### config.mk
export PLATFORM = sky130hd
export DESIGN_NAME = ysyx_23060191_if_id_buf
export DESIGN_NICKNAME = d
export VERILOG_FILES = /design/src/rtl/ysyx_23060191_if_id_buf.sv
export SDC_FILE = /design/constraint.sdc
export NUM_CORES = 1
export LEC_CHECK = 0
export BUFFER_PORTS_ARGS = -buffer_cell sky130_fd_sc_hd__buf_2
export CAP_MARGIN = 20
export CELL_PAD_IN_SITES_DETAIL_PLACEMENT = 0
export CELL_PAD_IN_SITES_GLOBAL_PLACEMENT = 1
export CORE_MARGIN = 2
export CORE_UTILIZATION = 48
export DETAILED_ROUTE_END_ITERATION = 10
export MAX_ROUTING_LAYER = met4
export PLACE_DENSITY = 0.9
export SETUP_SLACK_MARGIN = 0.02
export SYNTH_ARGS = -nofsm -noshare
export SYNTH_HDL_FRONTEND = slang
export SYNTH_SLANG_ARGS = --single-unit
### constraint.sdc
create_clock -name clk -period 8.63 [get_ports clk]
set_input_delay 0 -clock clk [delete_from_list [all_inputs] [get_ports clk]]
set_output_delay 0 -clock clk [all_outputs]
set_load 0.05 [all_outputs]
### src/rtl/ysyx_23060191_if_id_buf.sv
// IF/ID instruction buffer: small FIFO of {pc, inst} between fetch and decode.
// A flush (taken jump) empties it and drops the same-cycle push.
module ysyx_23060191_if_id_buf #(
    parameter int CPU_WIDTH = 32,
    parameter int DEPTH     = 2
) (
    input  logic                         clk,
    input  logic                         rstn,
    input  logic                         flush,
    input  logic                         in_valid,
    output logic                         in_ready,
    input  logic [CPU_WIDTH-1:0]         in_pc,
    input  logic [CPU_WIDTH-1:0]         in_inst,
    output logic                         out_valid,
    input  logic                         out_ready,
    output logic [CPU_WIDTH-1:0]         out_pc,
    output logic [CPU_WIDTH-1:0]         out_inst,
    output logic [$clog2(DEPTH+1)-1:0]   count
);
    localparam int PW = $clog2(DEPTH);
    localparam int CW = $clog2(DEPTH+1);

    logic [CPU_WIDTH-1:0] pc_mem   [DEPTH];
    logic [CPU_WIDTH-1:0] inst_mem [DEPTH];
    logic [PW-1:0]        wr_ptr, rd_ptr;
    logic                 push, pop;

    // No pass-through when full: a same-cycle pop does not open a slot.
    assign in_ready  = (count != CW'(DEPTH));
    assign out_valid = (count != '0) & ~flush;
    assign out_pc    = pc_mem[rd_ptr];
    assign out_inst  = inst_mem[rd_ptr];
    assign push      = in_valid & in_ready & ~flush;
    assign pop       = out_valid & out_ready;

    // DEPTH is a power of two, so pointers wrap naturally.
    always_ff @(posedge clk or posedge rstn) begin
        if (rstn) begin
            wr_ptr <= '0;
            rd_ptr <= '0;
            count  <= '0;
            for (int i = 0; i < DEPTH; i++) begin
                pc_mem[i]   <= '0;
                inst_mem[i] <= '0;
            end
        end else if (flush) begin
            wr_ptr <= '0;
            rd_ptr <= '0;
            count  <= '0;
        end else begin
            if (push) begin
                pc_mem[wr_ptr]   <= in_pc;
                inst_mem[wr_ptr] <= in_inst;
                wr_ptr           <= wr_ptr + PW'(1);
            end
            if (pop)
                rd_ptr <= rd_ptr + PW'(1);
            count <= count + CW'(push) - CW'(pop);
        end
    end
endmodule

Word level (Yosys, flattened, before mapping)
Index checks and enable logic that the tools add are counted.

storage, ports and cells
  logic and storage cells = 42
  bits of input ports = 69
  flip-flop bits (word level) = 132
  output and inout bits = 68

cells by class
  multiplexer cells = 15
  equality and inequality tests = 1
  reductions and logical operators = 5
  $add $sub $neg = 4
  order comparisons = 3
  bitwise gates (word level) = 7

operator list
  kind                                                        number
  2-to-1 mux 32 bit                                           7
  bitwise mux 64 bit                                          2
  demux 32 bit (select 1 bit)                                 1
  nonzero test 2 bit                                          3
  bitwise AND 1 bit                                           4
  greater-or-equal comparator 2 bit, second input constant    2
  2-to-1 mux 1 bit                                            4
  NOT 1 -> 2 bit                                              2
  adder 1 bit, second input constant                          2
  adder 2 x 1 -> 2 bit                                        1
  less-than comparator 2 x 1 -> 1 bit, second input constant  1
  2-to-1 mux 2 bit                                            1
  != test 2 bit, second input constant                        1
  AND reduction 2 bit                                         1
  subtractor 2 x 1 -> 2 bit                                   1
  logical AND 1 bit                                           1
  NOT 1 bit                                                   1

Logic depth before layout (Yosys ltp)
Gate-level depths: netlist (run 1).

  word-level depth = 6
  depth in mapped cells = 8
  mapped depth without buffers = 8

Worst setup path before layout (run 1)
Ideal clock, no wire load.

  kind = reg-to-reg
  start point = register count[0]
  end point = register count[1]
  arrival time = 2.230 ns
  data required time = 8.544 ns
  library setup time = 0.086 ns
  cell stages (with the launch flop) = 9
  period minus slack after synthesis = 2.316 ns
  path buffers = 0
  setup slack = 6.314 ns
  cells stage by stage = dfrtp_1 and2b_2 or3_2 ha_1 inv_1 ha_1 xor2_1 and2_1 nor3_1

on the way
  cells in the longest elaborated chain, start to end = 6
  elaborated cells on any way between the ends = 9
  classes of those cells = add/sub: 2; eq/ne: 1; mux: 1; bitwise: 4; reduce/logical: 1

RTL lines
  element                         RTL line  source
  start, declared                 18        output logic [$clog2(DEPTH+1)-1:0] count
  start signal, assigned          58        count <= count + CW'(push) - CW'(pop);
  != test 2 bit                   29        assign in_ready = (count != CW'(DEPTH));
  bitwise AND 1 bit (2 in a row)  33        assign push = in_valid & in_ready & ~flush;
  adder 2 x 1 -> 2 bit            58
  subtractor 2 x 1 -> 2 bit *     58
  2-to-1 mux 2 bit *              46        end else if (flush) begin

Mark *: on every way between the ends. The rest lies on a longest branch, timed or not.
A chain may end at the register's enable or synchronous reset.

Worst setup path in the final report (run 1)
  start point = register count[0]
  end point = register pc_mem[25] (netlist name)

on the way
  cells in the longest elaborated chain, start to end = 4

RTL lines
  element                               RTL line  source
  != test 2 bit                         29
  bitwise AND 1 bit (2 in a row)        33
  AND reduction 2 bit (no source line)  n/a
  end signal, assigned by index         52        pc_mem[wr_ptr] <= in_pc;
  end, declared                         23        logic [CPU_WIDTH-1:0] pc_mem [DEPTH];

Every way passes these cells.

==> impl_metrics.toml, run 1 <==
[status]
status = "complete, no violations"

[yosys]
ys_seq_elements = 132
netlist_area_um2 = 5870
syn_avg_cell_area_um2 = 16.0
synthTopCellsByArea = "dfrtp_1, mux2_2, mux2_4"
yosys.area_share.adder_pct = 0.426
synth_flop_cell = "dfrtp_1"
ys_types = 21
synth_nets = 437
synth-async-reset-ratio_pct = 100
synth_top_area_share_pct = 56.2
synth_common_cells = "mux2_2, dfrtp_1, mux2_4"
synthMostInstantiatedCell = "mux2_2"
yosysWarnings = 0
synth_xor_area_share_pct = 0.149
yosysSeqAreaShare_pct = 56.2
syn-instance-count = 366
synth.area.mux_share_pct = 38.9
synth_compound_area_share_pct = 0.426
synth_top_family_by_area = "multiplexers"
synth_top_cell_by_area = "dfrtp_1"
synth_edf_count = 0
synthSimpleGateAreaFrac_pct = 1.38

[die]
start_util_pct = 49.1
die_area_um2 = 13100
dieHeight_um = 115
core_area_um2 = 12000
boundaryPins = 137
die_width_um = 115
rows = 40

[global_route]
grt_pass1_vias = 4150
grt_overflow = 0
grt_pass1_wl_mm = 20.2
track_usage_pct = 20.2
antenna_found_initial = 0
grt_max_degree = 69

[place]
gp_routability_congestion = 0.717
io_buffers = 136
detailed_place_hpwl_mm = 7.47
placed_cells = 634
pre_cts_slack_ps = 5970

[clock_network]
root_buffer = "clkbuf_16"
cts_tree = "yes"
h-tree-depth = 4
clock_sinks = 132
clockBufferDepth = 2
cts.clk_slew.worst_paths_ps = 60
cts_buffers = 17
clk_latency_ps = 410
cts_resized = 0

[timing]
setup_violations = 0
tightest_slew_ps = 840
hold_violations = 0
fin_tns_setup_ps = 0
relSlewSlack_pct = 43.7
setup_ws_ps = 6030
fin_crit_sh_pct = 30.1
max_freq_mhz = 385
rsz0062_at_grt = "false"
skew_ps = 6.65
min_period_ps = 2600
drv_slew = 0

[pwr]
p_leak_uw = 0.00365
vdd_drop_max_mv = 0.199
powerDensity_nw_per_um2 = 330

[drt]
drt-pass1-iter-count = 4
via_count = 3734
drt-initial-drc-count = 120
vias_per_cell = 5.09
wire_per_inst_um = 16.5
ant_nets = 0
wl_mm = 12.1
post-route-drc-count = 0

[worst_setup_path]
cp.arrival_ps = 2890
cp-endpoint = "pc_mem[25]"
cp-startpoint = "count[0]"
critPathKind = "flip-flop to flip-flop"
required_ps = 8920
r2r-end = "pc_mem[25]"
rrSetupSlack_ps = 6030
critPathMaxFanout = 50
critPathLaunchType = "flip-flop"
r2r-start = "count[0]"
end_kind = "flip-flop"
rr_worst_depth = 5

[final_layout]
final_nets = 644
layout.cells.non_filler = 733
antennaDiodeCount = 0
filler_cell_count = 854
synthToLayoutAreaGrowth_pct = 34.4
drive_gt1_share_pct = 62.8

[job]
cap_viol_max_count = 0

[min_path]
hold_class = "primary input to flip-flop"
cell type report:
cell class / instances / area (um2) / share of cell area, %
tap: 147 / 184 / 2.33
clock inverter: 8 / 73.8 / 0.935
inverter: 4 / 17.5 / 0.222
clock buffer: 24 / 502 / 6.35
multi-input combinational: 210 / 2430 / 30.7
timing repair buffer: 208 / 1390 / 17.6
sequential: 132 / 3300 / 41.8
sequential cells by signal, indices dropped and copies added (netlist names):
register,count
wr_ptr,1
pc_mem,64
rd_ptr,1
inst_mem,64
count,2
cells in the final DEF (no fill, tap or decap), drive strengths merged:
cell         instances
a21oi                2
and2                 2
and2b                1
buf                141
bufinv               1
clkbuf              24
clkinv               5
clkinvlp             2
dfrtp              132
dlygate4sd3         67
ha                   2
inv                  4
mux2               193
nand4b               1
nor2                 1
nor2b                1
nor3                 1
nor4                 1
o21ai                1
o21ba                1
or3                  2
xor2                 1
cells by family after synthesis:
| family | Yosys count |
|---|---|
| AND/OR/NAND/NOR | 10 |
| adder cells (fa/ha/maj) | 2 |
| AO/OA/AOI/OAI | 4 |
| XOR/XNOR | 1 |
| buffers and inverters | 24 |
| flip-flops | 132 |
| multiplexers | 193 |
where the power goes:
group | internal (uW) | switching, uW
clock | 433 | 253
sequential | 826 | 111
combinational | 388 | 597
total | 1650 | 961
worst min-delay path by stage:
stage                        start         end  slack (ps)  depth (start not counted)
after floorplan              flush      wr_ptr          60                          1
after global placement        rstn  pc_mem[49]         210                          2
after detailed placement      rstn  pc_mem[25]         220                          2
after CTS                 in_valid      wr_ptr          10                          4
after global routing      in_valid      wr_ptr          60                          4
final                     in_valid      wr_ptr          30                          4
through the flow:
step	area [um2]	total power, uW	hold slack (ps)	utilization (%)
6_report	7900	2610	28.6	66.0
5_1_grt	7900	2730	62.5	66.0
4_1_cts	7900	2630	11.0	66.0
3_5_place_dp	6650	1910	221	55.6
3_3_place_gp	6650	1870	208	55.6
2_1_floorplan	5870	1720	63.1	-
worst max-delay path, stage by stage, from the launching register on:
cell      delay [ps]
dfrtp_1          400
and2b_2          280
inv_1             60
nand4b_1         610
buf_4            690
mux2_2           410
repair_timing:
action	4_1_cts	5_1_grt
setup buffers	0	0
hold buffers	67	0
endpoints found under the hold margin	199	0
routing by layer:
layer  vias to the layer above  routed length [um]  track usage [%]
met3                        26                 471             4.61
met5                         -                   0                -
met4                         0                 265             8.13
met2                        91                6170             33.5
met1                      1893                5220             24.0
li1                       1724                   -                -
Note: power is estimated with default switching activity, not from simulation.
==> run 2: changes to the inputs <==
--- a/config.mk
+++ b/config.mk
@@ -10,10 +10,10 @@
 export CELL_PAD_IN_SITES_DETAIL_PLACEMENT = 0
 export CELL_PAD_IN_SITES_GLOBAL_PLACEMENT = 1
 export CORE_MARGIN = 2
-export CORE_UTILIZATION = 48
+export CORE_UTILIZATION = 40
 export DETAILED_ROUTE_END_ITERATION = 10
 export MAX_ROUTING_LAYER = met4
-export PLACE_DENSITY = 0.9
+export PLACE_DENSITY = 0.81
 export SETUP_SLACK_MARGIN = 0.02
 export SYNTH_ARGS = -nofsm -noshare
 export SYNTH_HDL_FRONTEND = slang
==> constraint.sdc (replaced) <==
create_clock -name clk -period 2.3 [get_ports clk]
set_input_delay 0 -clock clk [delete_from_list [all_inputs] [get_ports clk]]
set_output_delay 0 -clock clk [all_outputs]
set_load 0.05 [all_outputs]
==> run 2 against run 1 <==
Clock power grew to 3.7 times the previous value; clock-buffer cell count increased by 2; clock skew decreased by 1.5 ps; critical path depth grew 3; worst hold slack improved by 20 ps; sequential power rose to 3.7 times the previous value; power rose to 3.7 times the previous value; final cell count rose by 4.9%; first-iteration DRC count up 29%; die area increased by 19%; sequential share of layout area decreased by 0.55 points; critical endpoint is now count[1].
==> impl_metrics.toml, run 2 (same netlist as run 1, synthesis figures left out) <==
[status]
status = "complete, no violations"

[die]
dieHeight_um = 125
start_util_pct = 40.7
die_width_um = 125
boundaryPins = 137
die_area_um2 = 15700
core_area_um2 = 14400
rows = 44

[timing]
fin_crit_sh_pct = 91.7
tightest_slew_ps = 812
setup_ws_ps = 192
min_period_ps = 2110
max_freq_mhz = 474
setup_violations = 0
fin_tns_setup_ps = 0
skew_ps = 5.16
rsz0062_at_grt = "false"
relSlewSlack_pct = 45.8
drv_slew = 0
hold_violations = 0

[global_route]
track_usage_pct = 16.9
grt_max_degree = 68
grt_pass1_vias = 4166
grt_pass1_wl_mm = 20.6
grt_overflow = 0
antenna_found_initial = 0

[clock_network]
cts_resized = 0
cts_tree = "yes"
clk_latency_ps = 400
root_buffer = "clkbuf_16"
clock_sinks = 132
h-tree-depth = 4
clockBufferDepth = 2
cts.clk_slew.worst_paths_ps = 50
cts_buffers = 17

[min_path]
min_from = "in_valid"
hold_class = "primary input to flip-flop"

[final_layout]
mostFrequentLayoutCells = "mux2_2, buf_2, dfrtp_1"
drive_gt1_share_pct = 62.7
filler_cell_count = 1177
largest_registers = "inst_mem x64, pc_mem x64, count x2"
layout_commonest_cell = "mux2_2"
final_nets = 645
antennaDiodeCount = 0
synthToLayoutAreaGrowth_pct = 36.3

[pwr]
vdd_drop_max_mv = 0.572
seq_power_share_pct = 35.5
powerDensity_nw_per_um2 = 1220
intPower_uw = 6220
p_leak_uw = 0.00367
p_clk_share_pct = 26.2
switching_share_pct = 36.4
power_frac_comb_pct = 38.3
power.switching_uw = 3560

[drt]
wl_mm = 12.2
vias_per_cell = 4.89
drt-pass1-iter-count = 4
ant_nets = 0
drt-initial-drc-count = 155
wire_per_inst_um = 15.9
post-route-drc-count = 0
via_count = 3758

[worst_setup_path]
critPathLaunchType = "flip-flop"
cpMostUsedCell = "ha_1"
critPathKind = "flip-flop to flip-flop"
slowest_delay_ps = 410
r2r-start = "count[1]"
end_kind = "flip-flop"
critPathMaxFanout = 5
cp-startpoint = "count[1]"
cp.arrival_ps = 2390
crit_path_top_delay_cell = "dfrtp_1"
path_cells = "and2b_2 > or3_2 > ha_1 > inv_1 > ha_1 > xor2_1 > and2_1 > nor3_1"
required_ps = 2580

[job]
cap_viol_max_count = 0

[place]
detailed_place_hpwl_mm = 7.39
io_buffers = 136
gp_routability_congestion = 0.692
pre_cts_slack_ps = 201
run 2: path summary, 6_finish.rpt:
path	end	slack, ps	depth (start not counted)
worst min register to register	inst_mem[40]	490	1
worst min-delay path	wr_ptr	50	4
max in group asynchronous	pc_mem[7]	1280	4
min in group asynchronous	inst_mem[24]	280	4
worst max-delay path	count[1]	190	8
worst max register to register	count[1]	190	8
run 2: cell type report:
type,count,area [um2],share of cell area [%]
Sequential cell,132,3310,41.3
Multi-Input combinational cell,210,2430,30.3
Timing Repair Buffer,209,1460,18.2
Clock buffer,26,519,6.49
Tap cell,184,230,2.88
Clock inverter,4,45.0,0.563
Inverter,4,18.8,0.234
run 2: worst max-delay path: cells and delay by family (launching register included):
kind | cells | cell delay, ps
XOR/XNOR | 1 | 200
adder cells (fa/ha/maj) | 2 | 430
buffers and inverters | 1 | 60
flip-flops | 1 | 410
AND/OR/NAND/NOR | 4 | 890
run 2: metrics by stage:
| step | std cells | util (%) | hold slack, ps | instance area, um2 | power [uW] |
|---|---|---|---|---|---|
| finish | 769 | 55.5 | 48.1 | 8000 | 9780 |
| global route | 769 | 55.5 | 88.3 | 8000 | 10300 |
| CTS | 769 | 55.5 | 28.6 | 8000 | 9860 |
| detailed placement | 672 | 46.9 | 138 | 6770 | 7170 |
| global placement | 672 | 46.9 | 140 | 6770 | 7040 |
| floorplan | 366 | - | 62.0 | 5880 | 6450 |
run 2: routing by layer:
metal | GRT usage (%) | vias to the layer above | share of wire [%]
li1 | - | 1727 | -
met1 | 20.1 | 1917 | 44
met2 | 27.8 | 96 | 50
met3 | 4.58 | 18 | 4.3
met4 | 5.88 | 0 | 1.7
met5 | - | - | 0
run 2: what timing repair did:
action,CTS,global route
hold endpoints to repair,264,0
hold buffers,67,0
buffers inserted,0,0
run 2: power groups by stage:
stage	sequential [uW]	clock, uW	combinational, uW
after detailed placement	3500	0	3670
after global routing	3570	2750	3950
after global placement	3430	0	3610
after CTS	3470	2620	3770
after floorplan	3400	0	3060
final	3470	2560	3740
